## config.mk

```make
export PLATFORM = sky130hd
export DESIGN_NAME = mc_controller
export DESIGN_NICKNAME = d
export VERILOG_FILES = /design/src/rtl/mc_pkg.sv /design/src/rtl/aludec.sv /design/src/rtl/mc_fsm_out.sv /design/src/rtl/mc_controller.sv
export SDC_FILE = /design/constraint.sdc
export NUM_CORES = 1
export LEC_CHECK = 0
export BUFFER_PORTS_ARGS = -buffer_cell sky130_fd_sc_hd__buf_2
export CAP_MARGIN = 0
export CORE_AREA = 4 4 76 78
export CTS_CLUSTER_SIZE = 30
export DETAILED_ROUTE_END_ITERATION = 10
export DIE_AREA = 0 0 80 82
export GPL_TIMING_DRIVEN = 0
export SETUP_SLACK_MARGIN = 0.1
export SLEW_MARGIN = 20
export SYNTH_ARGS = -nofsm -noshare
export SYNTH_HDL_FRONTEND = slang
export SYNTH_SLANG_ARGS = --single-unit
```

## constraint.sdc

```tcl
create_clock -name clk -period 1.94 [get_ports clk]
set_input_delay 0.388 -clock clk [delete_from_list [all_inputs] [get_ports clk]]
set_output_delay 0.388 -clock clk [all_outputs]
set_load 0.02 [all_outputs]
```

## src/rtl/mc_pkg.sv

```systemverilog
// mc_pkg: states, opcodes, aluop encodings and control vector for the multicycle controller
package mc_pkg;
    typedef enum logic [3:0] {
        FETCH, DECODE, MEMADR, MEMRD, MEMWB, MEMWR,
        EXECUTE, ALUWB, BRANCH, ADDIEXEC, ADDIWB, JUMP
    } state_t;
    localparam logic [5:0] OP_LW    = 6'b100011;
    localparam logic [5:0] OP_SW    = 6'b101011;
    localparam logic [5:0] OP_RTYPE = 6'b000000;
    localparam logic [5:0] OP_BEQ   = 6'b000100;
    localparam logic [5:0] OP_BNE   = 6'b000101;
    localparam logic [5:0] OP_ADDI  = 6'b001000;
    localparam logic [5:0] OP_J     = 6'b000010;
    localparam logic [1:0] ALUOP_ADD   = 2'b00;
    localparam logic [1:0] ALUOP_SUB   = 2'b01;
    localparam logic [1:0] ALUOP_FUNCT = 2'b10;
    typedef struct packed {
        logic       iord;
        logic       irwrite;
        logic       memwrite;
        logic       regwrite;
        logic       regdst;
        logic       memtoreg;
        logic       alusrca;
        logic [1:0] alusrcb;
        logic [1:0] pcsrc;
        logic [1:0] aluop;
        logic       pcwrite;
        logic       branch;
    } ctrl_t;
endpackage

```

## src/rtl/aludec.sv

```systemverilog
// aludec: maps aluop and R-type funct to the 3-bit ALU control
module aludec (
    input  logic [1:0] aluop,
    input  logic [5:0] funct,
    output logic [2:0] alucontrol
);
    logic [2:0] fdec;
    always_comb begin
        case (funct)
            6'b100000: fdec = 3'b010;
            6'b100010: fdec = 3'b110;
            6'b100100: fdec = 3'b000;
            6'b100101: fdec = 3'b001;
            6'b101010: fdec = 3'b111;
            default:   fdec = 3'b010;
        endcase
    end
    assign alucontrol = aluop == 2'b00 ? 3'b010 : aluop == 2'b01 ? 3'b110 : fdec;
endmodule

```

## src/rtl/mc_fsm_out.sv

```systemverilog
// mc_fsm_out: pure state-to-control-vector decode for the multicycle controller
module mc_fsm_out
    import mc_pkg::*;
(
    input  state_t state,
    output ctrl_t  ctrl
);
    always_comb begin
        ctrl = '0;
        case (state)
            FETCH: begin
                ctrl.alusrcb = 2'b01;
                ctrl.irwrite = 1'b1;
                ctrl.pcwrite = 1'b1;
            end
            DECODE:   ctrl.alusrcb = 2'b11;
            MEMADR: begin
                ctrl.alusrca = 1'b1;
                ctrl.alusrcb = 2'b10;
            end
            MEMRD:    ctrl.iord = 1'b1;
            MEMWB: begin
                ctrl.memtoreg = 1'b1;
                ctrl.regwrite = 1'b1;
            end
            MEMWR: begin
                ctrl.iord     = 1'b1;
                ctrl.memwrite = 1'b1;
            end
            EXECUTE: begin
                ctrl.alusrca = 1'b1;
                ctrl.aluop   = ALUOP_FUNCT;
            end
            ALUWB: begin
                ctrl.regdst   = 1'b1;
                ctrl.regwrite = 1'b1;
            end
            BRANCH: begin
                ctrl.alusrca = 1'b1;
                ctrl.aluop   = ALUOP_SUB;
                ctrl.pcsrc   = 2'b01;
                ctrl.branch  = 1'b1;
            end
            ADDIEXEC: begin
                ctrl.alusrca = 1'b1;
                ctrl.alusrcb = 2'b10;
            end
            ADDIWB:   ctrl.regwrite = 1'b1;
            JUMP: begin
                ctrl.pcsrc   = 2'b10;
                ctrl.pcwrite = 1'b1;
            end
            default:  ctrl = '0;
        endcase
    end
endmodule

```

## src/rtl/mc_controller.sv

```systemverilog
// mc_controller: multicycle MIPS control FSM with retired-instruction counter; MC_BNE_EN adds bne
module mc_controller
    import mc_pkg::*;
#(
    parameter int CNT_W = 32
) (
    input  logic             clk,
    input  logic             reset,
    input  logic [5:0]       op,
    input  logic [5:0]       funct,
    input  logic             zero,
    output logic             iord,
    output logic             irwrite,
    output logic             memwrite,
    output logic             regwrite,
    output logic             regdst,
    output logic             memtoreg,
    output logic             alusrca,
    output logic [1:0]       alusrcb,
    output logic [1:0]       pcsrc,
    output logic             pcen,
    output logic [2:0]       alucontrol,
    output logic             illegal,
    output logic [CNT_W-1:0] instret
);
    state_t state, next;
    ctrl_t  ctrl;
    logic   terminal;
    logic   taken;

    mc_fsm_out u_out (.state(state), .ctrl(ctrl));
    aludec u_aludec (.aluop(ctrl.aluop), .funct(funct), .alucontrol(alucontrol));

    always_ff @(posedge clk or posedge reset)
        if (reset) state <= FETCH;
        else       state <= next;

    always_comb begin
        next    = FETCH;
        illegal = 1'b0;
        case (state)
            FETCH: next = DECODE;
            DECODE:
                case (op)
                    OP_LW, OP_SW: next = MEMADR;
                    OP_RTYPE:     next = EXECUTE;
                    OP_BEQ:       next = BRANCH;
`ifdef MC_BNE_EN
                    OP_BNE:       next = BRANCH;
`endif
                    OP_ADDI:      next = ADDIEXEC;
                    OP_J:         next = JUMP;
                    default:      illegal = 1'b1;
                endcase
            MEMADR:   next = op == OP_SW ? MEMWR : MEMRD;
            MEMRD:    next = MEMWB;
            EXECUTE:  next = ALUWB;
            ADDIEXEC: next = ADDIWB;
            default:  next = FETCH;
        endcase
    end

`ifdef MC_BNE_EN
    logic isbne;
    always_ff @(posedge clk or posedge reset)
        if (reset)                isbne <= 1'b0;
        else if (state == DECODE) isbne <= op == OP_BNE;
    assign taken = ctrl.branch & (zero ^ isbne);
`else
    assign taken = ctrl.branch & zero;
`endif

    assign terminal = state inside {MEMWB, MEMWR, ALUWB, BRANCH, ADDIWB, JUMP};

    always_ff @(posedge clk or posedge reset)
        if (reset)         instret <= '0;
        else if (terminal) instret <= instret + CNT_W'(1);

    assign iord     = ctrl.iord;
    assign irwrite  = ctrl.irwrite & ~reset;
    assign memwrite = ctrl.memwrite & ~reset;
    assign regwrite = ctrl.regwrite & ~reset;
    assign regdst   = ctrl.regdst;
    assign memtoreg = ctrl.memtoreg;
    assign alusrca  = ctrl.alusrca;
    assign alusrcb  = ctrl.alusrcb;
    assign pcsrc    = ctrl.pcsrc;
    assign pcen     = (ctrl.pcwrite | taken) & ~reset;
endmodule

```

# [After elaboration in Yosys (flattened, before gate mapping)]
# Index checks and enable logic that the tools add are counted.
[classes] n_shift=0 mux=20 n_eq_ne=21 div=0 n_addsub=1 magnitude_cmp=0 n_bitwise=7 reduce_logical=11 n_mul=0
[ops] cell="equality test 6 bit, second input constant" count=6
[ops] cell="adder 32 x 1 -> 32 bit, second input constant" count=1
[ops] cell="case mux 4 bit (6 select lines)" count=1
[ops] cell="case mux 4 bit (5 select lines)" count=1
[ops] cell="equality test 4 x 3 -> 1 bit, second input constant" count=4
[ops] cell="equality test 4 bit, second input constant" count=4
[ops] cell="case mux 3 bit (4 select lines)" count=1
[ops] cell="two-way mux 1 bit" count=11
[ops] cell="two-way mux 3 bit" count=3
[ops] cell="equality test 4 x 2 -> 1 bit, second input constant" count=2
[ops] cell="case mux 2 bit (2 select lines)" count=2
[ops] cell="OR reduction 2 bit" count=4
[ops] cell="equality test 6 x 2 -> 1 bit, second input constant" count=1
[ops] cell="equality test 6 x 3 -> 1 bit, second input constant" count=1
[ops] cell="equality test 6 x 4 -> 1 bit, second input constant" count=1
[ops] cell="zero test 6 bit" count=1
[ops] cell="case mux 2 bit (3 select lines)" count=1
[ops] cell="nonzero test 6 bit" count=1
[ops] cell="OR reduction 6 bit" count=1
[ops] cell="AND 1 bit" count=5
[ops] cell="equality test 4 x 1 -> 1 bit, second input constant" count=1
[ops] cell="zero test 4 bit" count=1
[ops] cell="OR reduction 4 bit" count=1
[ops] cell="OR reduction 3 bit" count=1
[ops] cell="other kinds (4)" count=4
[word_totals] register_bits=36 latchBits=0 ram_bits=0 memories=0 out_inout_bits=48 inputBits=15 elab_cells=62 rom_bits=0

# [Longest topological paths before layout]
# Gate-level depths: netlist (run 1).
[logic_depth] ltp_word=5 ltp_mapped=7

# [Hierarchy]
# A second synthesis (run 1) with hierarchy kept.
[unflattened] hier_cells=207 hier_area_um2=2043.2
[by_module_without_submodules] module="mc_controller" instances=1 area_each_um2=1783.0 cells_each=169
[by_module_without_submodules] module="mc_fsm_out" instances=1 area_each_um2=196.4 cells_each=30
[by_module_without_submodules] module="aludec" instances=1 area_each_um2=63.8 cells_each=8

# [Least setup slack after synthesis (run 1)]
# No wires, ideal clock.
[synth_path] path_type="flip-flop to output port" from="register state[3]" to="output pcen" setup_slack_ps=-265 t_required_ps=1552 n_path_buf=1 arrival_ps=1817 stages_incl_launch_ff=6 path_cell_list="dfrtp_1 > clkbuf_1 > nand2b_1 > nor3_1 > a21oi_1 > a21oi_1"
[synth_via] elab_chain_len=5 elab_cells_between_ends=9 cone_classes="eq/ne: 2; mux: 2; bitwise: 3; reduce/logical: 2"
[synth_rtl] element="start: declaration" line_no="mc_controller.sv:26" rtl="state_t state, next;"
[synth_rtl] element="start signal: assignment" line_no="mc_controller.sv:36" rtl="else state <= next;"
[synth_rtl] element="equality test 4 bit or zero test 4 bit (tied branches)" line_no="mc_fsm_out.sv:10" rtl="case (state)"
[synth_rtl] element="OR reduction 2 bit (no source line) or two-way mux 1 bit (tied branches)"
[synth_rtl] element="two-way mux 1 bit or AND 1 bit (tied branches)" line_no="mc_fsm_out.sv:10, mc_controller.sv:70"
[synth_rtl] element="OR 1 bit *" line_no="mc_controller.sv:88" rtl="assign pcen = (ctrl.pcwrite | taken) & ~reset;"
[synth_rtl] element="AND 1 bit *" line_no="mc_controller.sv:88"
[synth_rtl] element="end: declaration" line_no="mc_controller.sv:21" rtl="output logic pcen,"
# Mark *: on every way between the ends. The rest lies on a longest branch, timed or not.

# [Worst setup path after layout (run 1)]
[layout_path] from="register state[0]" to="output alucontrol[1]"
[layout_via] elab_chain_len=5 elab_cells_between_ends=7 cone_classes="eq/ne: 3; mux: 3; reduce/logical: 1"
[layout_rtl] element="equality test 4 bit or equality test 4 x 3 -> 1 bit (tied branches)" line_no="mc_fsm_out.sv:10"
[layout_rtl] element="case mux 2 bit (2 select lines) *" line_no="mc_fsm_out.sv:10"
[layout_rtl] element="equality test 2 x 1 -> 1 bit" line_no="aludec.sv:18" rtl="assign alucontrol = aluop == 2'b00 ? 3'b010 : aluop == 2'b01 ? 3'b110 : fdec;"
[layout_rtl] element="two-way mux 3 bit" line_no="aludec.sv:18"
[layout_rtl] element="two-way mux 3 bit *" line_no="aludec.sv:18"
[layout_rtl] element="end: declaration" line_no="mc_controller.sv:22" rtl="output logic [2:0] alucontrol,"
# Marked as above.

==> results.md, run 1 <==
- The initial antenna violation count was 0.
- The checks that failed: negative setup slack.
- The most numerous cell on the critical path is sky130_fd_sc_hd__buf_6.
- The area used by multi-input combinational logic is 0.00113 mm2.
- The congestion estimate from routability-driven global placement came to roughly 0.76.
- The timing-limited maximum frequency is 476 MHz.
- For the pin with the worst max-slew slack, the measured transition is 0.742 ns.
- Traced cell by cell, the critical path runs through buf_6, nor2b_4, nand4b_1, or4b_1, buf_6.
- Detailed routing placed a total of about 2400 um of wire on met2.
- The via count of the first global-routing pass is 1712.
- The minimum period implied by the final worst setup slack is 2.10 ns.
- The worst path uses 108% of the clock period.
- Once the floorplan was initialized, standard cells occupied 39.4% of the core.
- The total met3 wirelength after detailed routing is roughly 190 um.
- The worst hold slack across all endpoints is 0.272 ns.
- The number of antenna diodes in the final layout is 0.
- In this run the remaining antenna-violating nets after routing total 0.
- The horizontal die dimension is 80 um.
- Sorting the synthesized cells by area gives the leading types as sky130_fd_sc_hd__dfrtp_1 (45%), sky130_fd_sc_hd__xnor2_1 (11%), sky130_fd_sc_hd__nand4_1 (5.3%), sky130_fd_sc_hd__xor2_1 (3.9%), sky130_fd_sc_hd__nor2_1 (3.4%).
- Compared with the post-synthesis result, the final layout area differs by 37.2%.
- Synthesis instantiated 39 different standard cells from the library.
- The flow ran to the end, but the final reports show violations.
- Port buffering added 62 buffers.
- The count of flip-flops with a built-in enable after synthesis is 0.
- Yosys instantiated no cell more often than sky130_fd_sc_hd__dfrtp_1.
- The slowest stage of the critical path is the sky130_fd_sc_hd__or4b_1 cell.
- In this run the power density over the cells is 921 mW/mm2.
- The longest clock path from root to sink contains 2 buffers.
- The worst slew margin relative to its limit is 50.5%.
- The number of max-slew violations in the final report is 0.
- In the final layout, the share of cells above drive strength 1 is 39.1%.
- The min-delay analysis places its worst path in the category input port to async pin.
- The top routing layer in use is met4.
- The register area share after synthesis is 45.1%.
- Clock latency on the worst-skew pair, taken at its later pin, is around 0.29 ns.
- The post-layout worst setup margin is -0.161 ns.
- In the global route stage, overall resource usage came out at ~16%.
- For this design the static power due to leakage is 0.00132 uW.
- The first global-routing pass estimated between 8000 and 9000 um of wire.
- Cells fill a little over half of the core in the end.
- The buffers plus inverters on the worst setup path is 2.
- Across the whole layout, storage elements account for 901 um2.
- The critical path's top delay family is simple AND/OR/NAND/NOR gates.
- The number of vias per cell after detailed routing is 5.16.
- Counting the buffers created by CTS gives 5.
- The initialized floorplan defines 26 standard-cell rows.
- In the synthesized netlist, the number of instances is 202.
- CTS built an H-tree with a depth of 2.
- In the synthesized netlist the dominant register cell turns out to be sky130_fd_sc_hd__dfrtp_1.
- The cell taking the most area after synthesis is sky130_fd_sc_hd__dfrtp_1.
- Of all flip-flops after synthesis, the portion carrying an async set or reset was 100%.
- The full die area is 0.00656 mm2.
- Max-cap violations in this run came to 0.
- The routed via count is 1827.
- In the routed design, unresolved DRC markers number 0.
- Of all nets on the critical path, the largest fanout is 6.
- In this run the mean area of a mapped cell was 9.90 um2.
- The total of warnings raised by yosys is 0.
- The routed length per placed instance is between 10 and 15 um.
- The final hold violation count is 0.
- The clock skew after layout is ~0.0067 ns.
- After clock tree synthesis, the clock-pin slew on the worst setup and hold paths is 0.07 ns.
- The wire length on met1 is 2300 um.
- The synthesized area is between 0.0015 and 0.002 mm2.
- Summing all non-filler instances in the final layout gives an area of approximately 0.0027 mm2.
- The total of flip-flops plus latches after synthesis is 36.
- Summed over all layers, the global routing overflow is 0.
- By count the netlist is led by sky130_fd_sc_hd__dfrtp_1 (36), sky130_fd_sc_hd__xnor2_1 (25), sky130_fd_sc_hd__nor2_1 (18).
- The routed design has 4990 um of wire.
- The detailed router finished its first iteration with 68 violations.
- For this run, the slowest stage of the critical path takes around 0.5 ns.
- Setup repair after global routing could not meet its margin everywhere.
- The kind of end point of the critical path is an output pin.
- Before antenna repair, the detailed router went through 4 iterations.
- Detailed placement finished with a half-perimeter wire length of 3390 um.
- The die height is 82 um.
- The number of I/O pins is 63.
- For this design, the sink count on the clock tree is 36.
- Counting every net in the synthesized netlist gives 218.
- Entering global routing, the biggest net connects 37 pins.
- The worst setup path is launched from a register.
- The setup path with the least slack is of type register to output pin.
- The final setup violation count is 5.
- The critical path required time is 1.55 ns.
- The area fraction of the dominant cell type after synthesis is 45.1%.
- The final-stage net count is 300.
- The data arrival time of the critical path is 1.71 ns.
- For this design, the CTS-stage hold fixing added 0 buffers.
- The number of fillers in the final layout is 476.
- The placed instances occupy a cell area of 0.00241 mm2.
- The root buffer cell is sky130_fd_sc_hd__clkbuf_8.
- The largest voltage drop on the vdd net is around 470 uV.
- TritonCTS built the clock tree.
- The placeable core area is 0.00507 mm2.
flip-flops by register name (all words and copies together) (netlist names):
signal / count
state: 4
instret: 32
final cells by class:
| type | instances | share of cell area [%] |
|---|---|---|
| clock inverters | 1 | 0.182 |
| multi-input cells | 154 | 41.3 |
| well taps | 70 | 3.19 |
| flip-flops and latches | 36 | 32.8 |
| clock buffers | 6 | 2.65 |
| inverters | 4 | 0.547 |
| repair buffers | 75 | 16.4 |
| plain buffers | 8 | 2.87 |
power breakdown:
part	internal [uW]	switching [uW]	total [uW]
logic	516	612	1130
clock network	244	262	507
registers	814	78.5	892
cells in the final DEF (no fill, tap or decap), drive strengths merged, types with 5 or more instances in the layout:
cell type,instances
buf,80
dfrtp,36
xnor2,25
nor2,18
nand4,17
nand2,14
nand3,10
xor2,9
clkbuf,9
nor3,9
and4,5
and3,5
a21oi,5
path summary, 6_finish.rpt:
check / from / end / slack (ns) / cells past startpoint
max: state[0] / alucontrol[1] / -0.16 / 5
min: reset / instret[14] / 0.27 / 2
max reg2reg: state[1] / instret[28] / 0.16 / 8
min reg2reg: instret[31] / instret[31] / 0.47 / 1
max in group asynchronous: reset / instret[30] / 1.20 / 2
min in group clk: op[4] / state[3] / 0.40 / 4
repair_timing:
action | 4_1_cts | 5_1_grt
setup endpoints to repair | 12 | 27
gates cloned | 0 | 1
pin swaps | 2 | 9
gates resized for setup | 29 | 17
buffers inserted | 10 | 2
metrics by stage:
step	total power [uW]	setup TNS (ns)	instances	setup slack, ns
floorplan	1480	0	202	0.0873
global route	2660	-0.742	354	-0.206
finish	2530	-0.427	354	-0.161
global placement	1710	-0.0849	334	-0.0849
detailed placement	1720	-0.0773	334	-0.0773
CTS	2450	-0.418	351	-0.146
cells by family (layout without fill, tap and decap cells):
kind of cell / Yosys count / in the layout / share of synthesized area (%)
adder cells (fa/ha/maj): 1 / 1 / 0.626
AO/OA/AOI/OAI: 17 / 17 / 6.95
buffers and inverters: 12 / 94 / 3.00
XOR/XNOR: 34 / 34 / 14.9
AND/OR/NAND/NOR: 102 / 102 / 29.5
flip-flops: 36 / 36 / 45.1
per-layer routing:
layer  GRT usage (%)  vias to the layer above
li1                -                      886
met1            20.6                      888
met2            26.0                       42
met3            2.52                       11
met4            6.93                        0
met5               0                        -
Power figures use the tool's default switching activity.
==> run 2: changes to the inputs <==
==> constraint.sdc (replaced) <==
create_clock -name clk -period 2.7 [get_ports clk]
set_input_delay 0.54 -clock clk [delete_from_list [all_inputs] [get_ports clk]]
set_output_delay 0.54 -clock clk [all_outputs]
set_load 0.02 [all_outputs]
==> run 2 against run 1 <==
Power down 37%. Sequential share of layout area up 3.3 points. Die area unchanged. Critical path depth unchanged. Via count down 7.0%. Critical endpoint unchanged. First-iteration DRC count down 34%. Register-to-register slack better by 0.81 ns. Core utilization down 5.0 points. The flow now finishes without violations.
==> results.md, run 2 (synthesis results as in run 1) <==
- At the placement stage, the worst setup path has a slack of 0.571 ns.
- The area of placed instances is 0.00240 mm2.
- The final design instance area without fill is 0.00249 mm2.
- The worst slew margin relative to its limit is 51.5%.
- The detailed router finished its first iteration with 45 violations.
- The clock skew after layout is 0.0105 ns.
- The number of input and output port buffers inserted is 62.
- Along the worst path, the maximum fanout reaches 10.
- The total congestion overflow is 0.
- Detailed placement finished with a half-perimeter wire length of 3300 um.
- The sum of routed wire length over all layers is 4310 um.
- The root buffer cell is sky130_fd_sc_hd__clkbuf_8.
- The final antenna diode count is 0.
- For this run, the share of the core covered by cells in the final layout is 49.1%.
- The number of instances resized during post-cts repair is 0.
- The timing-limited maximum frequency is ~420 MHz.
- The first-pass GRT wire length is roughly 7200 um.
- For this block, the via count after detailed routing is 1700.
- Counting the buffers created by CTS gives 5.
- The worst register-to-register path begins at instret[0].
- The final setup violation count is 0.
- The minimum period implied by the final worst setup slack is ~2.4 ns.
- Clock latency on the worst-skew pair, taken at its later pin, is 0.28 ns.
- The starting utilization of the core area is 39.4%.
- TritonCTS built the clock tree.
- The post-layout worst setup margin is approximately 0.29 ns.
- The number of standard-cell rows in the floorplan is 26.
- The kind of launch point of the worst setup path is a register.
- The quantity of hold-fixing buffers added after cts is 0.
- Setup repair after global routing left no endpoint under its margin.
- The post-route antenna net violation count is 0.
- The origin of the worst setup path is state[1].
- The all-layer global routing usage is approximately 14%.
- The transition time of the tightest slew-check pin is a little over 0.7 ns.
- The slowest cell on the critical path is sky130_fd_sc_hd__or4b_1.
- The largest registers in the layout are instret x32, state x4.
- The clock passes through at most 2 buffers.
- The kind of end point of the critical path is an output pin.
- In this run the critical register-to-register path is captured at instret[18].
- In the layout the commonest cells are sky130_fd_sc_hd__buf_2 (65), sky130_fd_sc_hd__dfrtp_1 (36), sky130_fd_sc_hd__xnor2_1 (25).
- The largest voltage drop on the vdd net is 282 uV.
- For flop-to-flop paths, the worst setup slack is between 0.9 and 1 ns.
- The congestion estimate from routability-driven global placement came to 0.757.
- The routed length per placed instance is between 10 and 15 um.
- The worst setup path is of the register to output pin kind.
- The global routing's busiest layer is met2.
- The remaining routing DRC violations is 0.
- During I/O placement, the number of pins put on the boundary was 63.
- The placeable core area is 0.00507 mm2.
- The via count of the first global-routing pass is 1575.
- The kind of path behind the tightest hold check is input port to async pin.
- The maximum number of pins on one net before global-route repair is 37.
- Power spread over the standard cell area amounts to 639 mW/mm2.
- The clock net in this run drives a total of 36 sinks.
- The number of max-slew violations in the final report is 0.
- The run finished with clean final reports.
- The final-layout setup total negative slack is 0 ns.
- The data arrival time of the critical path is ~1.9 ns.
- The critical path goes through buf_2, nor2b_4, nand4b_1, or4b_1, buf_2.
- Dividing the final minimum period by the clock period gives 89.1%.
- The global routing met2 resource utilization is 23.7%.
- The largest single stage delay on the critical path is 0.47 ns.
- The final layout contains 287 nets.
- The register with the most flip-flops in the layout has 32 of them.
- The most common cell after layout, fill and taps aside is sky130_fd_sc_hd__buf_2.
- The die covers 0.00656 mm2.
- The clock slew seen by the registers of the worst setup and hold paths is 0.08 ns.
- The tightest hold path in the finished design has a slack of 0.414 ns.
- For this run, global-route usage on met3 was measured as 2.63%.
- The most critical setup path has its endpoint at alucontrol[1].
- The number of vias per cell after detailed routing is 4.97.
- The die is 80 um wide.
- The fraction of layout instances using a drive strength above 1 is 30.5%.
- The path depth of the worst reg2reg path is 6.
- The tool flagged a number of max-cap violations equal to 0.
- From synthesis to final layout, the design area changed by 24.6%.
- The final hold violation count is 0.
- The die height is 82 um.
- The static leakage is 0.00123 uW.
- The met1 routing resource usage after global routing is 17.7%.
- The critical path required time is approximately 2.2 ns.
- The largest register by flop count is instret.
- The most numerous cell on the critical path is sky130_fd_sc_hd__buf_2.
- The number of optimization iterations in the first detailed-route pass is 4.
- The initial antenna violation count was 0.
- After clock tree synthesis, the setup repair step added 0 buffers.
- The maximum level of the CTS H-tree is 2.
[run 2: worst min path at each step]
stage                startpoint     endpoint
finish                    reset  instret[14]
global route              reset  instret[14]
CTS                       reset  instret[14]
detailed placement  instret[31]  instret[31]
global placement    instret[31]  instret[31]
floorplan           instret[31]  instret[31]
[run 2: final cells by class]
cell class                      count  area (um2)
Buffer                              8        46.3
Clock buffer                        6        82.6
Clock inverter                      2        10.0
Fill cell                         510        2580
Inverter                            4        15.0
Multi-Input combinational cell    154        1040
Sequential cell                    36         901
Tap cell                           70        87.6
Timing Repair Buffer               62         310
[run 2: layer usage]
layer  part of all wire [%]  vias up  wire length, um
met1                     47      795             2030
met3                    4.5        5              195
met4                    1.2        0               51
li1                       -      865                -
met5                      0        -                0
met2                     47       35             2030
[run 2: power by group]
group	switching [uW]	total (uW)	leakage, uW	internal (uW)
sequential	51.1	635	0.000495	584
combinational	360	564	0.000681	204
clock	189	392	0.0000510	204
total	600	1590	0.00123	992
[run 2: critical path: cells and delay by family (launching register included)]
family / cells / cell delay [ns]
DFF: 1 / 0.33
and+or+nand+nor: 3 / 0.88
buffers and inverters: 2 / 0.38
[run 2: stage by stage]
stage               std cells  total power, uW
floorplan                 202             1050
global placement          334             1210
detailed placement        334             1220
CTS                       342             1610
global route              342             1700
finish                    342             1590
